## src/rtl/led_pkg.sv

```systemverilog
// Shared constants and types for the LED fade/PWM output stage.
package led_pkg;

  localparam int unsigned NUM_LED   = 4;
  localparam int unsigned DUTY_W    = 8;
  localparam int unsigned SYSCLK_HZ = 125_000_000;

  typedef logic [DUTY_W-1:0] duty_t;

  localparam duty_t DUTY_MAX = 8'hFF;

endpackage

```

## src/rtl/led_fade_channel.sv

```systemverilog
// One LED channel: duty ramp toward target, per-period shadow, PWM compare and settled flag.
module led_fade_channel
  import led_pkg::*;
(
  input  logic  sysclk,
  input  logic  rst,
  input  logic  fade_tick,
  input  logic  period_start,
  input  duty_t pwm_cnt,
  input  duty_t target,
  output logic  led,
  output logic  settled
);

  duty_t duty;
  duty_t duty_sh;

  // Single-step ramp; a step of one can never overshoot the target.
  always_ff @(posedge sysclk or posedge rst) begin
    if (rst) begin
      duty <= '0;
    end else if (fade_tick) begin
      if (duty < target) begin
        duty <= duty + DUTY_W'(1);
      end else if (duty > target) begin
        duty <= duty - DUTY_W'(1);
      end
    end
  end

  // Shadow latches the pre-step duty so the width is stable for a whole period.
  always_ff @(posedge sysclk or posedge rst) begin
    if (rst) begin
      duty_sh <= '0;
    end else if (period_start) begin
      duty_sh <= duty;
    end
  end

  always_ff @(posedge sysclk or posedge rst) begin
    if (rst) begin
      led     <= 1'b0;
      settled <= 1'b0;
    end else begin
      led     <= (duty_sh == DUTY_MAX) | (pwm_cnt < duty_sh);
      settled <= (duty == target);
    end
  end

endmodule

```

## src/rtl/led_fade_pwm.sv

```systemverilog
// Soft-fading PWM drive for the user LEDs: shared prescalers and PWM counter, one fade channel per LED.
module led_fade_pwm
  import led_pkg::*;
#(
  parameter int unsigned PWM_DIV  = 4,
  parameter int unsigned FADE_DIV = 122_070,
  parameter int unsigned NUM_LED  = led_pkg::NUM_LED
) (
  input  logic               sysclk,
  input  logic               rst,
  input  logic [NUM_LED-1:0] led_req,
  input  logic [7:0]         max_duty,
  output logic [NUM_LED-1:0] led,
  output logic [NUM_LED-1:0] settled
);

  localparam int unsigned PRE_W = (PWM_DIV  > 1) ? $clog2(PWM_DIV)  : 1;
  localparam int unsigned FD_W  = (FADE_DIV > 1) ? $clog2(FADE_DIV) : 1;

  logic [PRE_W-1:0] pre_cnt;
  logic [FD_W-1:0]  fd_cnt;
  duty_t            pwm_cnt;
  logic             pwm_tick;
  logic             fade_tick;
  logic             period_start;
  duty_t            target [NUM_LED];

  assign pwm_tick     = (pre_cnt == PRE_W'(PWM_DIV - 1));
  assign fade_tick    = (fd_cnt == FD_W'(FADE_DIV - 1));
  assign period_start = pwm_tick && (pwm_cnt == DUTY_MAX);

  always_ff @(posedge sysclk or posedge rst) begin
    if (rst) begin
      pre_cnt <= '0;
      fd_cnt  <= '0;
      pwm_cnt <= '0;
    end else begin
      pre_cnt <= pwm_tick  ? '0 : pre_cnt + PRE_W'(1);
      fd_cnt  <= fade_tick ? '0 : fd_cnt + FD_W'(1);
      if (pwm_tick) begin
        pwm_cnt <= pwm_cnt + DUTY_W'(1);
      end
    end
  end

  // Requested channels aim at the brightness cap, idle ones at dark.
  always_comb begin
    for (int i = 0; i < NUM_LED; i++) begin
      target[i] = led_req[i] ? duty_t'(max_duty) : '0;
    end
  end

  for (genvar g = 0; g < NUM_LED; g++) begin : g_ch
    led_fade_channel u_ch (
      .sysclk       (sysclk),
      .rst          (rst),
      .fade_tick    (fade_tick),
      .period_start (period_start),
      .pwm_cnt      (pwm_cnt),
      .target       (target[g]),
      .led          (led[g]),
      .settled      (settled[g])
    );
  end

endmodule
```

## config.mk

```make
export PLATFORM = sky130hd
export DESIGN_NAME = led_fade_pwm
export DESIGN_NICKNAME = d
export VERILOG_FILES = /design/src/rtl/led_pkg.sv /design/src/rtl/led_fade_channel.sv /design/src/rtl/led_fade_pwm.sv
export SDC_FILE = /design/constraint.sdc
export NUM_CORES = 1
export LEC_CHECK = 0
export ABC_AREA = 0
export BUFFER_PORTS_ARGS = -buffer_cell sky130_fd_sc_hd__buf_2
export CELL_PAD_IN_SITES_DETAIL_PLACEMENT = 1
export CELL_PAD_IN_SITES_GLOBAL_PLACEMENT = 1
export CORE_MARGIN = 2
export CORE_UTILIZATION = 46
export DETAILED_ROUTE_END_ITERATION = 12
export PLACE_DENSITY = 0.74
export SYNTH_ARGS = -nofsm -noshare
export SYNTH_HDL_FRONTEND = slang
export SYNTH_SLANG_ARGS = --single-unit
```

## constraint.sdc

```tcl
create_clock -name sysclk -period 4.6 [get_ports sysclk]
set_input_delay 0.92 -clock sysclk [delete_from_list [all_inputs] [get_ports sysclk]]
set_output_delay 0.92 -clock sysclk [all_outputs]
set_load 0.05 [all_outputs]
```

==> metrics.md, run 1 <==
| Metric | Value |
|---|---|
| Outcome | complete, no violations |
| Max cap viols | 0 |
| Flop-to-flop setup slack | between 1 and 1.5 ns |
| Fraction of registers with async set/reset | 100.0% |
| FMAX | between 200 and 300 MHz |
| # DRC | 0 |
| Routed wl met2 | ~7700 um |
| Pleak | approximately 3.4 nW |
| Post-layout net count | just under 800 |
| RSZ-0062 raised after global routing | false |
| Share of the synthesized area in the top cell type | between 30% and 40% |
| Slew HR | around 44% |
| CTS root buf | clkbuf_16 |
| Drt wl/cell | 17.68 um |
| Vias | 4798 |
| CP Capture Type | register |
| Final count of hold timing violations | 0 |
| Hold-fix buffers, CTS | 0 |
| Tot GR Track Use | around 22% |
| Post-Syn Nets | 770 |
| P per Cell Area | between 200 and 300 mW/mm^2 |
| CORE AREA | between 0.01 and 0.015 mm^2 |
| Initial antenna violation count | 0 |
| CTS resizes | 0 |
| Post-Syn Area | 0.006435 mm^2 |
| CP max FO | 8 |
| Post-synthesis cell type with the largest combined area | dfrtp_1 |
| Setup CP Type | in2reg |
| Remaining global-route overflow | 0 |
| Row cnt | between 40 and 50 |
| Synth Instances | between 600 and 700 |
| # IOs | 22 |
| Critical R2R Launch | g_ch[1].u_ch.duty[1] |
| Metal-1 WL | between 6000 and 7000 um |
| Crit-path leading delay family | compound AO/OA/AOI/OAI gates |
| Post-Route WL | about 15000 um |
| CTS tree | built |
| Largest net degree at the start of global routing | between 60 and 70 |
| H-tree depth | 3 |
| Layout cells sized above 1 | 10.74% |
| Die W | around 120 um |
| Number of routed nets with antenna violations | 0 |
| Worst hold path depth | 1 |
| Synth cell types | 42 |
| Slew @ Worst Pin | 0.8458 ns |
| Final Core Density | just over 50% |
| Initial Util | 46.72% |
| Fin. max-slew vios | 0 |
| Setup_tns | 0 ns |
| Most common cell in the synthesized netlist | dfrtp_1 |
| CP max-delay cell | ha_1 |
| Hold Path Sink | pre_cnt[0] |
| Final setup viols | 0 |
| TritonCTS Sinks | 99 |
| Number of fill cells in the layout | approximately 1600 |
| Worst-Skew Late Latency | 0.35 ns |
| Reg2Reg Depth | 12 |
| WP buf/inv | 1 |
| Critical Path RT | 4.88 ns |
| Post-route clock period utilization | slightly below 80% |
| Post-synthesis sequential area ratio | between 30% and 40% |
| Die ar. | ~0.015 mm^2 |
| Setup bufs post-CTS | 0 |
| Synth top area cells | dfrtp_1, ha_1, xnor2_1 |
| Die height | about 120 um |
| R2R Path End | g_ch[1].u_ch.duty[7] |
| Clock skew | between 0.006 and 0.007 ns |
| Vias/cell | 5.579 |
| Critical path's largest stage delay | between 0.3 and 0.4 ns |
| First-pass GRT wire length | about 26000 um |
| Number of synthesized flops with an enable pin | 0 |
| Place WS | ~0.67 ns |
| Vias in the first global route | ~5200 |
| Ant diodes | 0 |
| Total of warnings raised by yosys | 0 |
| Clk buf depth | 2 |
| Met3 routed WL | ~280 um |
| Number of register bits inferred by synthesis | 99 |
| Placer Congestion | around 0.81 |
| Hold path start | pre_cnt[0] |
| Tmin final | about 3.5 ns |
| Detailed placement HPWL | about 11000 um |
| Crit path arrival time | about 3.8 ns |
| Clk pin slew, worst setup/hold paths | about 0.070 ns |
| Number of port buffers | 21 |
| Synthesis-to-finish area growth | 8.244% |
| Final worst slack | 1.051 ns |
| Pre-antenna DRT Iters | 4 |
| Ys flop type | dfrtp_1 |
| Top cell by count, worst path | ha_1 |
| Mean Syn Cell Area | between 9 and 10 um^2 |
| Uppermost metal layer occupied by signal nets | met4 |
| Initial DRC count | 147 |
| Max VDD drop | roughly 160 uV |
| Worst Hold Class | reg2reg |
| Crit path launch type | primary input |
| Most instantiated cells after synthesis | dfrtp_1, ha_1, nand2_1 |
| Critical-path cell list | buf_2 -> nand2_1 -> ha_1 -> nor2b_1 -> o211a_1 -> o21ba_2 -> or2_2 -> ha_1 -> o211ai_1 -> o21a_1 -> o2bb2ai_1 -> or3_1 -> a21boi_2 -> xor2_1 |
| Clock buffer count from CTS | 9 |
how the worst max path moves through the flow:
stage,to,cells past startpoint,startpoint,slack [ns]
final,g_ch[1].u_ch.duty[7],14,led_req[1],1.05
after global routing,g_ch[3].u_ch.duty[7],14,led_req[3],0.84
after CTS,g_ch[1].u_ch.duty[7],14,max_duty[1],1.04
after detailed placement,g_ch[1].u_ch.duty[7],14,max_duty[1],0.67
after global placement,g_ch[1].u_ch.duty[6],14,max_duty[1],0.75
after floorplan,g_ch[1].u_ch.duty[6],14,led_req[1],0.81
layer usage:
layer	up-vias	GRT usage (%)
li1	2333	-
met1	2402	28.27
met2	45	38.58
met3	18	2.742
met4	0	7.256
met5	-	0
cell families (layout without fill, tap and decap cells):
logic type / Yosys count / count (layout) / share of synthesized area (%)
AND/OR/NAND/NOR: 185 / 185 / 13.22
AO/OA/AOI/OAI: 144 / 144 / 14.12
flip-flops: 99 / 99 / 38.50
adder cells (fa/ha/maj): 92 / 92 / 18.36
buffers and inverters: 70 / 86 / 4.764
XOR/XNOR: 49 / 49 / 6.669
multiplexers: 25 / 25 / 4.375
area by class of cell:
type	instances	area (um^2)	share of cell area, %
clock buffers	11	252.7	3.629
clock inverters	5	60.06	0.8622
inverters	47	178.9	2.569
multi-input cells	495	3651	52.42
flip-flops and latches	99	2477	35.57
well taps	180	225.2	3.233
repair buffers	23	120.1	1.724
state kept, by name, summed over array words and instances (netlist names):
| name | cells |
|---|---|
| g_ch.u_ch.settled | 4 |
| pwm_cnt | 8 |
| g_ch.u_ch.led | 4 |
| g_ch.u_ch.duty_sh | 32 |
| pre_cnt | 2 |
| fd_cnt | 17 |
| g_ch.u_ch.duty | 32 |
cell usage in the layout, fill, tap and decap left out, types with 6 or more instances in the layout:
| master | n |
|---|---|
| ha_1 | 88 |
| nand2_1 | 83 |
| o21bai_1 | 6 |
| nor2b_1 | 8 |
| xor2_1 | 12 |
| nand3_1 | 14 |
| o21a_1 | 7 |
| xnor2_1 | 37 |
| clkbuf_16 | 9 |
| dfrtp_1 | 99 |
| mux2_2 | 25 |
| nand2b_1 | 7 |
| o21ai_0 | 42 |
| buf_2 | 21 |
| nor2_1 | 33 |
| o211ai_1 | 7 |
| a21oi_1 | 43 |
| inv_1 | 46 |
| a21o_1 | 11 |
| nand4_1 | 22 |
stage by stage:
step	total power, mW	hold slack (ns)	std cells	instance area (um^2)
after floorplan	0.9820	0.4031	664	6435
after global placement	1.010	0.4143	844	6653
after detailed placement	1.019	0.4229	844	6653
after CTS	1.822	0.4335	860	6965
after global routing	1.865	0.4802	860	6965
final	1.804	0.4322	860	6965
power by group:
part | leakage (nW) | internal [mW] | total [mW] | switching, mW
registers | 1.33 | 0.871 | 0.871 | 0.000191
logic | 1.95 | 0.0459 | 0.129 | 0.0836
clock network | 0.152 | 0.454 | 0.804 | 0.350
total | 3.43 | 1.37 | 1.80 | 0.434
(Power assumes the default switching activity.)
==> inputs of run 2 (changes only) <==
CORE_UTILIZATION = 45   (was 46)
PLACE_DENSITY = 0.75   (was 0.74)
clock period = 3.2 ns   (was 4.6 ns; I/O delays follow)
==> metrics.md, run 2 (synthesis results as in run 1) <==
| Metric | Value |
|---|---|
| Outcome | complete, no violations |
| Gate power share | 9.7% (+2.5 points) |
| Clock buffer count from CTS | 9 (unchanged) |
| WP buf/inv | 2 (+1) |
| Crit-path leading delay family | compound AO/OA/AOI/OAI gates |
| Vias/cell | 5.564 (-0.27%) |
| Met3 usage | 4.029% (+1.3 points) |
| Crit path launch type | primary input |
| GR Util met2 | 41.72% (+3.1 points) |
| Clk buf depth | 2 (unchanged) |
| CTS root buf | clkbuf_16 |
| Die W | 123.6 um (+1.1%) |
| Switching Fraction | 24.11% (+0.073 points) |
| Most frequent cells in the layout | dfrtp_1, ha_1, nand2_1 |
| P_sw | 0.6130 mW (+41%) |
| Synthesis-to-finish area growth | 15.98% |
| Die height | 123.6 um (+1.1%) |
| # DRC | 0 (unchanged) |
| Power after layout | 2.542 mW (+41%) |
| CP Capture Type | register |
| Non-Filler Instances | 910 (+5.8%) |
| Max cap viols | 0 (unchanged) |
| Leading registers by flop count | g_ch.u_ch.duty (32), g_ch.u_ch.duty_sh (32), fd_cnt (17) |
| P per Cell Area | 340.7 mW/mm^2 (+32%) |
| Critical Path RT | 3.44 ns (-1.44 ns) |
| Vias in the first global route | 5496 (+5.6%) |
| Max VDD drop | 211.3 uV (+31%) |
| Setup_tns | 0 ns (unchanged) |
| # IOs | 22 (unchanged) |
| Tot GR Track Use | 23.35% (+1.3 points) |
| Hold-fix buffers, CTS | 0 (unchanged) |
| Met1 Use GR | 29.06% (+0.79 points) |
| Setup CP Type | in2reg |
| Row cnt | 43 (unchanged) |
| Tmin final | 3.062 ns |
| Die ar. | 0.01527 mm^2 (+2.1%) |
| CP max-delay cell | or2_4 |
| Worst-Skew Late Latency | 0.35 ns (about the same) |
| Clk pwr share | 41.0% (-3.5 points) |
| Post-layout net count | 831 (+6.4%) |
| Post-route clock period utilization | 95.70% |
| Number of routed nets with antenna violations | 0 (unchanged) |
| CP max FO | 8 (unchanged) |
| Drt wl/cell | 17.82 um (+0.79%) |
| Initial antenna violation count | 0 (unchanged) |
| Placer Congestion | 0.7781 (-3.6%) |
| Worst Hold Class | reg2reg |
| Placed cell count | 893 (+5.8%) |
| Final setup viols | 0 (unchanged) |
| Ant diodes | 0 (unchanged) |
| Post-Route WL | 16210 um (+6.7%) |
| First-pass GRT wire length | 27440 um (+6.9%) |
| Number of port buffers | 21 (unchanged) |
| Commonest non-fill, non-tap cell in the layout | dfrtp_1 |
| Fin. max-slew vios | 0 (unchanged) |
| H-tree depth | 3 (unchanged) |
| Sequential Power Share | 49.3% (+1.0 points) |
| Largest net degree at the start of global routing | 100 (+47%) |
| Internal | 1.930 mW (+41%) |
| Final Core Density | 53.56% (+3.0 points) |
| TritonCTS Sinks | 99 (unchanged) |
| Slew @ Worst Pin | 0.5576 ns (-0.2882 ns) |
| Initial DRC count | 105 (-29%) |
| Detailed placement HPWL | 12240 um (+7.4%) |
| Final count of hold timing violations | 0 (unchanged) |
| Pleak | 3.673 nW (+7.0%) |
| Final Hold Slack | 0.4263 ns (-0.005931 ns) |
| CORE AREA | 0.01393 mm^2 (+1.2%) |
| Critical-path cell list | clkbuf_4 -> nand2_4 -> ha_4 -> nor2b_1 -> o211a_1 -> o21ba_4 -> or2_4 -> ha_4 -> buf_4 -> a21o_1 -> a21oi_2 -> o21bai_1 -> a21oi_1 -> xnor2_1 -> mux2_2 |
| Crit path arrival time | 3.30 ns (-0.52 ns) |
| Critical path's largest stage delay | 0.29 ns (-0.08 ns) |
| CTS tree | built |
| Slew HR | 62.83% (+19 points) |
| Clock skew | 0.008799 ns (+0.002686 ns) |
| RSZ-0062 raised after global routing | false |
| FMAX | about 330 MHz |
| Most Crowded Layer GR | met2 |
| Remaining global-route overflow | 0 (unchanged) |
| Layout cells sized above 1 | 18.49% (+7.8 points) |
| Initial Util | 46.18% (-0.54 points) |
| Pre-antenna DRT Iters | 5 (+1) |
| Top cell by count, worst path | ha_4 |
| Clk pin slew, worst setup/hold paths | 0.07 ns (about the same) |
| Vias | 5063 (+5.5%) |
==> run 2: cell types whose count changed in the layout (fill, tap and decap cells not counted), sizes merged <==
cell	before	now
buf	23	71
clkbuf	11	14
bufinv	1	0
clkinvlp	1	3
inv	48	46
==> run 2: worst reg2reg max path, stage by stage, from the launching register on <==
cell	delay [ns]
dfrtp_1	0.41
ha_4	0.25
nor2b_1	0.15
o211a_1	0.25
o21ba_4	0.23
or2_4	0.29
ha_4	0.24
buf_4	0.14
a21o_1	0.18
a21oi_2	0.16
o21bai_1	0.08
a21oi_1	0.15
xnor2_1	0.08
mux2_2	0.25
==> run 2: final timing paths <==
check | start | to | slack [ns] | depth (start not counted)
max | led_req[1] | g_ch[1].u_ch.duty[6] | 0.14 | 15
min | pre_cnt[0] | pre_cnt[0] | 0.43 | 1
max reg2reg | g_ch[1].u_ch.duty[1] | g_ch[1].u_ch.duty[6] | 0.21 | 13
min reg2reg | pre_cnt[0] | pre_cnt[0] | 0.43 | 1
max in group asynchronous | rst | g_ch[3].u_ch.settled | 2.32 | 3
min in group asynchronous | rst | fd_cnt[3] | 0.44 | 3
==> run 2: final cells by class <==
class | count | area [um^2]
Clock inverter | 4 | 25.02
Clock buffer | 12 | 256.5
Inverter | 47 | 180.2
Fill cell | 1571 | 6471
Multi-Input combinational cell | 495 | 3761
Sequential cell | 99 | 2477
Timing Repair Buffer | 73 | 538.0
Tap cell | 180 | 225.2
==> run 2: layer usage <==
layer  vias to the layer above  part of all wire (%)
li1                       2435                     -
met1                      2560                    44
met2                        47                    52
met3                        21                   2.6
met4                         0                   1.6
met5                         -                     0
==> run 2: stage by stage <==
step / area [um^2] / setup slack, ns
floorplan: 6564 / -0.02090
global placement: 7159 / -0.1356
detailed placement: 7159 / -0.2824
CTS: 7441 / 0.08461
global route: 7463 / 0.002857
finish: 7463 / 0.1376
==> run 2: power groups by stage <==
stage / Clock, mW / Combinational (mW) / Sequential, mW
6_report: 1.04 / 0.248 / 1.25
5_1_grt: 1.12 / 0.275 / 1.25
4_1_cts: 1.07 / 0.248 / 1.25
3_5_place_dp: 0 / 0.245 / 1.28
3_3_place_gp: 0 / 0.228 / 1.28
2_1_floorplan: 0 / 0.148 / 1.28
==> run 2: timing repair <==
item,CTS,global route
setup buffers,0,1
endpoints found under the setup margin,0,9
gates resized for setup,0,6
